==> config.mk <==
export PLATFORM = sky130hd
export DESIGN_NAME = call_stack_ctrl
export DESIGN_NICKNAME = d
export VERILOG_FILES = /design/src/rtl/call_stack_ctrl.sv
export SDC_FILE = /design/constraint.sdc
export NUM_CORES = 1
export LEC_CHECK = 0
export CORE_AREA = 2 2 61 63
export DETAILED_ROUTE_END_ITERATION = 10
export DIE_AREA = 0 0 63 65
export DONT_BUFFER_PORTS = 1
export PLACE_DENSITY = 0.68
export SLEW_MARGIN = 10
export SYNTH_ARGS = -nofsm -noshare
export SYNTH_HDL_FRONTEND = slang
export SYNTH_SLANG_ARGS = --single-unit
==> constraint.sdc <==
create_clock -name clk -period 2.6 [get_ports clk]
set_input_delay 0.52 -clock clk [delete_from_list [all_inputs] [get_ports clk]]
set_output_delay 0.52 -clock clk [all_outputs]
set_load 0.005 [all_outputs]
==> src/rtl/call_stack_ctrl.sv <==
// Call-stack sequencer: arbitrates core CALL/RET and irq ENTER/EXIT onto one
// push/pop stack, tracks depth and keeps sticky overflow/underflow flags.
module call_stack_ctrl #(
    parameter int ADDR_W  = 10,
    parameter int DEPTH   = 16,
    parameter int DEPTH_W = 4
) (
    input  logic               clk,
    input  logic               rst_n,
    input  logic               clk_en,
    input  logic               core_req,
    input  logic               core_op,
    input  logic [ADDR_W-1:0]  core_addr,
    output logic               core_ack,
    output logic               core_err,
    input  logic               irq_req,
    input  logic               irq_op,
    input  logic [ADDR_W-1:0]  irq_addr,
    output logic               irq_ack,
    output logic               irq_err,
    output logic               ret_valid,
    output logic [ADDR_W-1:0]  ret_addr,
    output logic               cs_execute,
    output logic               cs_mode,
    output logic [ADDR_W-1:0]  cs_data_in,
    input  logic [ADDR_W-1:0]  cs_data_out,
    output logic [DEPTH_W:0]   depth,
    output logic               full,
    output logic               empty,
    output logic               ovf_sticky,
    output logic               unf_sticky,
    input  logic               clr_err
);

    typedef enum logic [2:0] {
        S_IDLE,
        S_PUSH,
        S_POP,
        S_RDATA,
        S_REJECT
    } state_t;

    state_t              r_state;
    state_t              w_next;
    logic                r_owner_irq;
    logic                r_is_push;
    logic [ADDR_W-1:0]   r_data;
    logic [DEPTH_W:0]    r_depth;
    logic [ADDR_W-1:0]   r_ret;
    logic                r_ovf;
    logic                r_unf;

    logic                w_req;
    logic                w_is_push;
    logic [ADDR_W-1:0]   w_pdata;
    logic                w_full;
    logic                w_empty;
    logic                w_done;

    assign w_full  = (r_depth == (DEPTH_W+1)'(DEPTH));
    assign w_empty = (r_depth == '0);

    // irq has fixed priority over the core
    assign w_req     = irq_req | core_req;
    assign w_is_push = irq_req ? ~irq_op : ~core_op;
    assign w_pdata   = irq_req ? irq_addr : core_addr + ADDR_W'(1);

    always_comb begin
        w_next = r_state;
        unique case (r_state)
            S_IDLE: begin
                if (w_req) begin
                    if ((w_is_push && w_full) || (!w_is_push && w_empty))
                        w_next = S_REJECT;
                    else if (w_is_push)
                        w_next = S_PUSH;
                    else
                        w_next = S_POP;
                end
            end
            S_PUSH:   w_next = S_IDLE;
            S_POP:    w_next = S_RDATA;
            S_RDATA:  w_next = S_IDLE;
            S_REJECT: w_next = S_IDLE;
            default:  w_next = S_IDLE;
        endcase
    end

    always_ff @(posedge clk or negedge rst_n) begin
        if (!rst_n) begin
            r_state     <= S_IDLE;
            r_owner_irq <= 1'b0;
            r_is_push   <= 1'b0;
            r_data      <= '0;
            r_depth     <= '0;
            r_ret       <= '0;
            r_ovf       <= 1'b0;
            r_unf       <= 1'b0;
        end else if (clk_en) begin
            r_state <= w_next;
            if (r_state == S_IDLE && w_req) begin
                r_owner_irq <= irq_req;
                r_is_push   <= w_is_push;
                r_data      <= w_pdata;
            end
            if (r_state == S_PUSH)
                r_depth <= r_depth + 1'b1;
            else if (r_state == S_POP)
                r_depth <= r_depth - 1'b1;
            if (r_state == S_RDATA)
                r_ret <= cs_data_out;
            // a reject in the same cycle beats clr_err
            r_ovf <= (r_ovf & ~clr_err) |
                     (r_state == S_REJECT && r_is_push);
            r_unf <= (r_unf & ~clr_err) |
                     (r_state == S_REJECT && !r_is_push);
        end
    end

    assign w_done = clk_en && (r_state == S_PUSH ||
                               r_state == S_RDATA ||
                               r_state == S_REJECT);

    assign core_ack   = w_done && !r_owner_irq;
    assign irq_ack    = w_done && r_owner_irq;
    assign core_err   = clk_en && r_state == S_REJECT && !r_owner_irq;
    assign irq_err    = clk_en && r_state == S_REJECT && r_owner_irq;
    assign ret_valid  = clk_en && r_state == S_RDATA;
    assign cs_execute = clk_en && (r_state == S_PUSH || r_state == S_POP);
    assign cs_mode    = (r_state == S_POP);
    assign cs_data_in = (r_state == S_PUSH) ? r_data : '0;
    assign ret_addr   = r_ret;
    assign depth      = r_depth;
    assign full       = w_full;
    assign empty      = w_empty;
    assign ovf_sticky = r_ovf;
    assign unf_sticky = r_unf;

endmodule

* Yosys cells after proc, flatten, opt, wreduce, memory -nomap -nowiden
Cells that the tools add are included.
** Word-level totals
- Bits of input ports :: 38
- Word-level logic and storage cells :: 61
- Output and inout bits :: 36
- Register bits after elaboration :: 32
** Cells by class
- Reduce and logical (&&, ||, !) cells :: 27
- Bitwise gates (word level) :: 8
- Add/sub/neg operators :: 3
- Equal/unequal tests :: 6
- Multiplexer cells :: 9
** Operator list (count)
- 10-bit 2-to-1 mux :: 2
- 1-bit logical AND :: 13
- 10-bit by 1-bit adder with 10-bit output, second input constant :: 1
- 5-bit 2-to-1 mux :: 2
- 2-bit AND reduction :: 4
- 3-bit by 2-bit == test with 1-bit output, second input constant :: 2
- 3-bit 2-to-1 mux :: 2
- 3-bit one-hot mux with 2 select lines :: 1
- 5-bit by 1-bit adder with 5-bit output, second input constant :: 1
- 5-bit == test, second input constant :: 1
- 5-bit logical NOT :: 1
- 5-bit by 1-bit subtractor with 5-bit output, second input constant :: 1
- 1-bit logical OR :: 4
- 3-bit by 1-bit == test with 1-bit output, second input constant :: 1
- 3-bit == test, second input constant :: 1
- 1-bit logical NOT :: 3
- 3-bit logical NOT :: 1
- 1-bit inverter :: 3
- 1-bit bitwise OR :: 3
- 1-bit AND :: 2
- 2-bit 2-to-1 mux :: 1
- 2-bit != test, second input constant :: 1
- 2-bit nonzero test :: 1
- 1-bit 2-to-1 mux :: 1

* Longest topological paths before layout
Gate-level depths: netlist of the first run.
- Depth after elaboration :: 8
- Mapped depth :: 9
- Gate-level depth less buffers :: 8

* Worst setup path before layout of the first run
OpenSTA, ideal clock, no wires.
- Path type :: reg-to-reg
- From :: register r_state[1]
- To :: register r_depth[3] (netlist: depth[3])
- Path slack :: 0.491 ns
- Stages on the path, launching flop included :: 10
- Path buffers :: 1
- Clock period less this slack :: 2.109 ns
- Setup time :: 0.125 ns
- Arrival :: 1.984 ns
- Required time :: 2.475 ns
- Cell sequence :: dfrtp_1 nand2b_1 nor2_1 clkbuf_1 inv_1 ha_1 a21o_1 a21oi_1 xnor2_1 mux2_2
** On the way
- Cells in the longest elaborated chain, start to end :: 3
- Elaborated cells between the ends (all ways) :: 5
- Those cells by class :: eq/ne: 2; mux: 1; reduce/logical: 2
** RTL lines
- from (decl) :: line 43 : state_t r_state;
- from (signal assigned) :: line 100 : r_state <= w_next;
- 3-bit by 2-bit == test with 1-bit output or 3-bit by 1-bit == test with 1-bit output (tied branches) :: line 108, 106
- 2-bit nonzero test (no line)
- 2-bit AND reduction (no line)
- to (signal assigned) :: line 107 : r_depth <= r_depth + 1'b1;
- to (signal assigned) :: line 109 : r_depth <= r_depth - 1'b1;
- to (decl) :: line 48 : logic [DEPTH_W:0] r_depth;
Parallel ways exist; a longest one is shown, timed or not.
A chain may end at the register's enable or synchronous reset.

* Worst setup path after layout of the first run
Same ends and word-level chain as after synthesis.

==> results of run 1 <==
==> through the flow <==
step,instances,instance area (um^2),hold WS [ns],worst slack [ns]
global placement,226,1832,0.2252,0.5844
global route,236,1924,0.2379,0.3394
CTS,236,1924,0.2564,0.4424
finish,236,1924,0.2701,0.4284
detailed placement,226,1832,0.2252,0.4621
floorplan,185,1809,0.2244,0.4911
==> cell usage in the layout, fill, tap and decap left out, drive strengths merged, types with 5 or more instances in the layout <==
cell    instances
dfrtp          32
nand2          17
nor2           17
mux2           15
and2           11
o21ai          10
inv             9
xnor2           8
a21oi           8
clkbuf          7
nand2b          6
mux2i           6
o31ai           5
==> power groups by stage <==
stage          Clock, W  Sequential, W  Combinational (W)
2_1_floorplan         0       0.000880           0.000691
3_3_place_gp          0       0.000923           0.000755
3_5_place_dp          0       0.000939           0.000800
4_1_cts        0.000309       0.000927           0.000820
5_1_grt        0.000341       0.000964           0.000914
6_report       0.000295       0.000927           0.000814
==> path summary, 6_finish.rpt <==
kind                               to  slack [ns]  cells past startpoint
max                          depth[3]        0.43                      9
min                        r_state[1]        0.27                      1
max reg2reg                  depth[3]        0.43                      9
min reg2reg                 r_data[1]        0.48                      2
max in group asynchronous  r_state[2]        1.81                      2
min in group asynchronous   r_data[7]        0.63                      2
==> cell type report <==
class                   instances  share of cell area
multi-input cells             136              0.4831
well taps                      48             0.03121
clock inverters                 1            0.003901
clock buffers                   7             0.02861
repair buffers                  3             0.01951
inverters                       9             0.01756
flip-flops and latches         32              0.4161
==> layer usage <==
metal / global-route usage / up-vias / wire [um]
li1: - / 640 / -
met1: 0.2278 / 611 / 1528
met2: 0.3231 / 59 / 1831
met3: 0.07465 / 5 / 288
met4: 0.08333 / 0 / 53
met5: 0 / - / 0
==> cell families (layout without fill, tap and decap cells) <==
group                    count (synthesis)  count (layout)
flip-flops                              32              32
adder cells (fa/ha/maj)                  5               5
multiplexers                            21              21
AND/OR/NAND/NOR                         69              69
AO/OA/AOI/OAI                           31              31
buffers and inverters                   17              20
XOR/XNOR                                10              10
==> repair_timing <==
action                    4_1_cts  5_1_grt
hold buffers                    2        0
resized for setup               0        0
hold endpoints to repair       32        0
==> flip-flops by register name, summed over array words and instances, names as in the netlist <==
register,count
r_owner_irq,1
ret_addr,10
depth,5
r_is_push,1
r_state,3
ovf_sticky,1
unf_sticky,1
r_data,10
==> worst max-delay path, delay by kind of cell (launching register included) <==
kind / cells / cell delay (ns)
compound gates: 2 / 0.36
xor+xnor: 1 / 0.08
fa+ha+maj: 1 / 0.28
buf+inv: 2 / 0.28
flops: 1 / 0.47
mux: 1 / 0.26
simple gates: 2 / 0.34
==> impl_metrics.yaml, run 1 <==
run_status:
  status: "finished, final reports clean"
synthesis:
  synthAdderAreaFrac: 0.03873
  muxShareOfSynthArea: 0.1266
  avgSynthCellArea_um2: 9.780
  yosys_most_used_dff: "dfrtp_1"
  yosys-top-cells-area: "dfrtp_1, mux2_2, xnor2_1, and2_1, nand2_1"
  synth-compound-area-share: 0.1100
  synth_area_mm2: 0.001809
  synth_cell_type_count: 34
  synth_edf_count: 0
  synth_top_area_frac: 0.4426
  ys_seq_elements: 32
  yosys.area.top_type: "dfrtp_1"
  synthXorXnorAreaFrac: 0.04841
  async_reset_ff_frac: 1.000
  ys_seq_area_frac: 0.4426
  synthCells: 185
  syn_nets: 228
  synth-simple-area-share: 0.1902
  synth_common_cells: "dfrtp_1, nand2_1, nor2_1"
  synth_top_family_by_area: "simple AND/OR/NAND/NOR gates"
  ys.warnings.count: 0
  yosysMostFrequentCell: "dfrtp_1"
floorplan:
  ios: 74
  die_area_mm2: 0.004095
  start_util: 0.5175
  core_mm2: 0.003496
  dieHeight_um: 65
  rows: 22
  die_x_um: 63
routing:
  routed_wl_um: 3700
  ant_nets: 0
  vias: 1315
  route.detailed.wl_per_inst_um: 15.68
  vias_per_cell: 5.572
  drc: 0
  drt-initial-drc-count: 56
  drt_first_pass_iters: 4
worst_setup_path:
  required_ns: 2.81
  critPathMaxStageDelay_ns: 0.47
  start_kind: "flop"
  critical_path.startpoint: "r_state[1]"
  cp_slowest_cell: "dfrtp_1"
  r2r-start: "r_state[1]"
  path_max_fanout: 12
  end_kind: "flop"
  crit_chain: "nand2b_1 -> nor2_1 -> buf_4 -> inv_1 -> ha_1 -> a21o_1 -> a21oi_1 -> xnor2_1 -> mux2_2"
  arrival_ns: 2.39
  worst-setup-path-type: "flop to flop"
pwr:
  p_int_w: 0.001270
  pwr-share-comb: 0.400
  seq_power_share: 0.455
  p_leak_nw: 0.8445
  p_sw_w: 0.0007660
  ir_drop_mv: 0.3075
  pwr-share-clk: 0.145
  finalPower_w: 0.002036
  power_density_mw_per_mm2: 1058
  swShare: 0.3762
grt:
  grt_antenna_before_repair: 0
  grt_overflow: 0
  grt_max_degree: 33
  grt_pass1_vias: 1347
  globalRouteTotalUtil: 0.1958
  grt_pass1_wl_um: 6120
final_layout:
  drive_gt1_frac: 0.1383
  nNetsFinal: 230
  ff_latch_area_um2: 800.8
  filler_cell_count: 339
  fin_util: 0.5505
  multi_input_area_um2: 929.6
  antenna-diode-count: 0
  areaGrowthSynthToFinish_pct: 6.363
clock_network:
  root_buffer: "clkbuf_4"
  numCtsBuffers: 5
  cts_setup_buffers: 0
  clk_latency_ns: 0.33
  cts_buffer_depth: 2
  cts-htree-levels: 2
  cts.sinks: 32
  path_clk_slew_ns: 0.09
  cts_tree: "done"
placed_design:
  port_buffers: 0
  dpl.hpwl_um: 2853
  routabilityCongestion: 0.7494
timing:
  final-setup-viol-count: 0
  fin_crit_sh: 0.8352
  slew_viol_final: 0
  setup_tns_ns: 0
  period_minus_slack_ns: 2.172
  relSlewSlack: 0.4938
  grt_setup_unrepaired: "false"
  finClkSkew_ns: 0.006777
  fmax_ghz: 0.4605
  hold_viol: 0
  worst_pin_slew_ns: 0.7593
min_path:
  hold_class: "primary input to flop"
  min_from: "clk_en"
flow_run:
  maxCapViolations: 0
No activity file was read; power rests on OpenSTA's default activity.
==> inputs of run 2 (changes only) <==
--- a/config.mk
+++ b/config.mk
@@ -9,7 +9,7 @@
 export DETAILED_ROUTE_END_ITERATION = 10
 export DIE_AREA = 0 0 63 65
 export DONT_BUFFER_PORTS = 1
-export PLACE_DENSITY = 0.68
+export PLACE_DENSITY = 0.71
 export SLEW_MARGIN = 10
 export SYNTH_ARGS = -nofsm -noshare
 export SYNTH_HDL_FRONTEND = slang
==> constraint.sdc (replaced) <==
create_clock -name clk -period 1.9 [get_ports clk]
set_input_delay 0.38 -clock clk [delete_from_list [all_inputs] [get_ports clk]]
set_output_delay 0.38 -clock clk [all_outputs]
set_load 0.005 [all_outputs]
==> run 2 against run 1 <==
Compared with the run above: total power increased by 50%; sequential cell count unchanged; highest routed layer unchanged; sequential power increased by 38%; clock skew rose by 0.00087 ns; global-route usage is 1.3 points higher; non-clock buffer count rose by 5; critical path type is now flop to output pin; critical path depth is 7 lower.
==> impl_metrics.yaml, run 2 (same netlist as run 1, synthesis figures left out) <==
run_status:
  status: "finished, final reports clean"
pwr:
  p_leak_nw: 0.8829
  power_density_mw_per_mm2: 1515
  finalPower_w: 0.003044
  ir_drop_mv: 0.6204
floorplan:
  core_mm2: 0.003496
  die_area_mm2: 0.004095
  die_x_um: 63
  ios: 74
  dieHeight_um: 65
  rows: 22
  start_util: 0.5175
grt:
  grt_antenna_before_repair: 0
  grt_pass1_vias: 1440
  globalRouteTotalUtil: 0.2089
  grt_overflow: 0
  grt_max_degree: 33
  grt_pass1_wl_um: 6479
routing:
  drc: 0
  vias: 1366
  drt-initial-drc-count: 64
  route.detailed.wl_per_inst_um: 16.45
  drt_first_pass_iters: 4
  vias_per_cell: 5.668
  ant_nets: 0
  routed_wl_um: 3965
clock_network:
  cts_buffer_depth: 2
  cts_tree: "done"
  numCtsBuffers: 5
  cts.sinks: 32
  path_clk_slew_ns: 0.10
  clk_latency_ns: 0.33
  root_buffer: "clkbuf_4"
  cts-htree-levels: 2
timing:
  finClkSkew_ns: 0.007647
  worst_pin_slew_ns: 0.5547
  final-setup-viol-count: 0
  grt_setup_unrepaired: "true"
  hold_viol: 0
  slew_viol_final: 0
  fmax_ghz: 0.5360
  fin_crit_sh: 0.9820
  period_minus_slack_ns: 1.866
  relSlewSlack: 0.6254
placed_design:
  port_buffers: 0
  routabilityCongestion: 0.8317
  placed_area_mm2: 0.001881
  place_inst: 230
  dpl.hpwl_um: 3023
flow_run:
  maxCapViolations: 0
worst_setup_path:
  arrival_ns: 1.49
  end_kind: "output pin"
  start_kind: "flop"
  required_ns: 1.52
  path_max_fanout: 5
  worst-setup-path-type: "flop to output pin"
final_layout:
  filler_cell_count: 338
  drive_gt1_frac: 0.2073
  multi_input_area_um2: 959.7
  final_cell_area_mm2: 0.002009
  antenna-diode-count: 0
  nNetsFinal: 235
  most-common-layout-cells: "dfrtp_1, nand2_1, nor2_1, mux2_2, and2_1"
  final_cell_count_no_fill: 241
  ff_latch_area_um2: 804.5
  final_common_cell: "dfrtp_1"
  areaGrowthSynthToFinish_pct: 11.07
min_path:
  hold_class: "primary input to flop"
## run 2: power by group
part	switching (W)	internal, W
logic	0.000612	0.000644
registers	0.000282	0.000999
clock network	0.000232	0.000276
total	0.00113	0.00192
## run 2: stage by stage
| step | hold WS, ns | setup TNS [ns] | setup slack [ns] | utilization |
|---|---|---|---|---|
| 2_1_floorplan | 0.08441 | 0 | 0.01185 | - |
| 3_3_place_gp | 0.08504 | 0 | 0.1455 | 0.5379 |
| 3_5_place_dp | 0.08511 | 0 | 0.02835 | 0.5379 |
| 4_1_cts | 0.1134 | 0 | 0.005227 | 0.5741 |
| 5_1_grt | 0.1100 | -0.02966 | -0.01883 | 0.5748 |
| 6_report | 0.1252 | 0 | 0.03419 | 0.5748 |
## run 2: critical path, cell delays in order, from the launching register on
cell and delay, ns:
dfrtp_2 0.45, or4_4 0.58, nor2_4 0.12
## run 2: timing repair
item | CTS | global route
hold endpoints to repair | 32 | 0
pin swaps | 1 | 1
setup buffers | 1 | 0
endpoints found under the setup margin | 2 | 3
gates resized for setup | 4 | 3
hold buffers | 2 | 0
## run 2: per-layer routing
layer	up-vias	global-route usage	routed length [um]
met1	637	0.2277	1586
met2	70	0.3590	1985
met5	-	0	0
met3	6	0.08160	315
li1	653	-	-
met4	0	0.09444	78
## run 2: layout make-up
type	count	share of cell area
flip-flops and latches	32	0.4004
inverters	9	0.01681
clock buffers	6	0.02055
well taps	48	0.02989
repair buffers	8	0.03736
clock inverters	2	0.01743
multi-input cells	136	0.4776
## run 2: worst paths after layout
path / startpoint / endpoint / slack, ns / cells past startpoint
worst min-delay path: clk_en / r_state[1] / 0.13 / 1
min in group asynchronous: rst_n / r_state[2] / 0.48 / 2
max in group asynchronous: rst_n / depth[1] / 1.22 / 2
worst min register to register: r_data[8] / r_data[8] / 0.48 / 2
worst max-delay path: depth[0] / empty / 0.03 / 2
worst max register to register: r_state[1] / depth[3] / 0.07 / 8
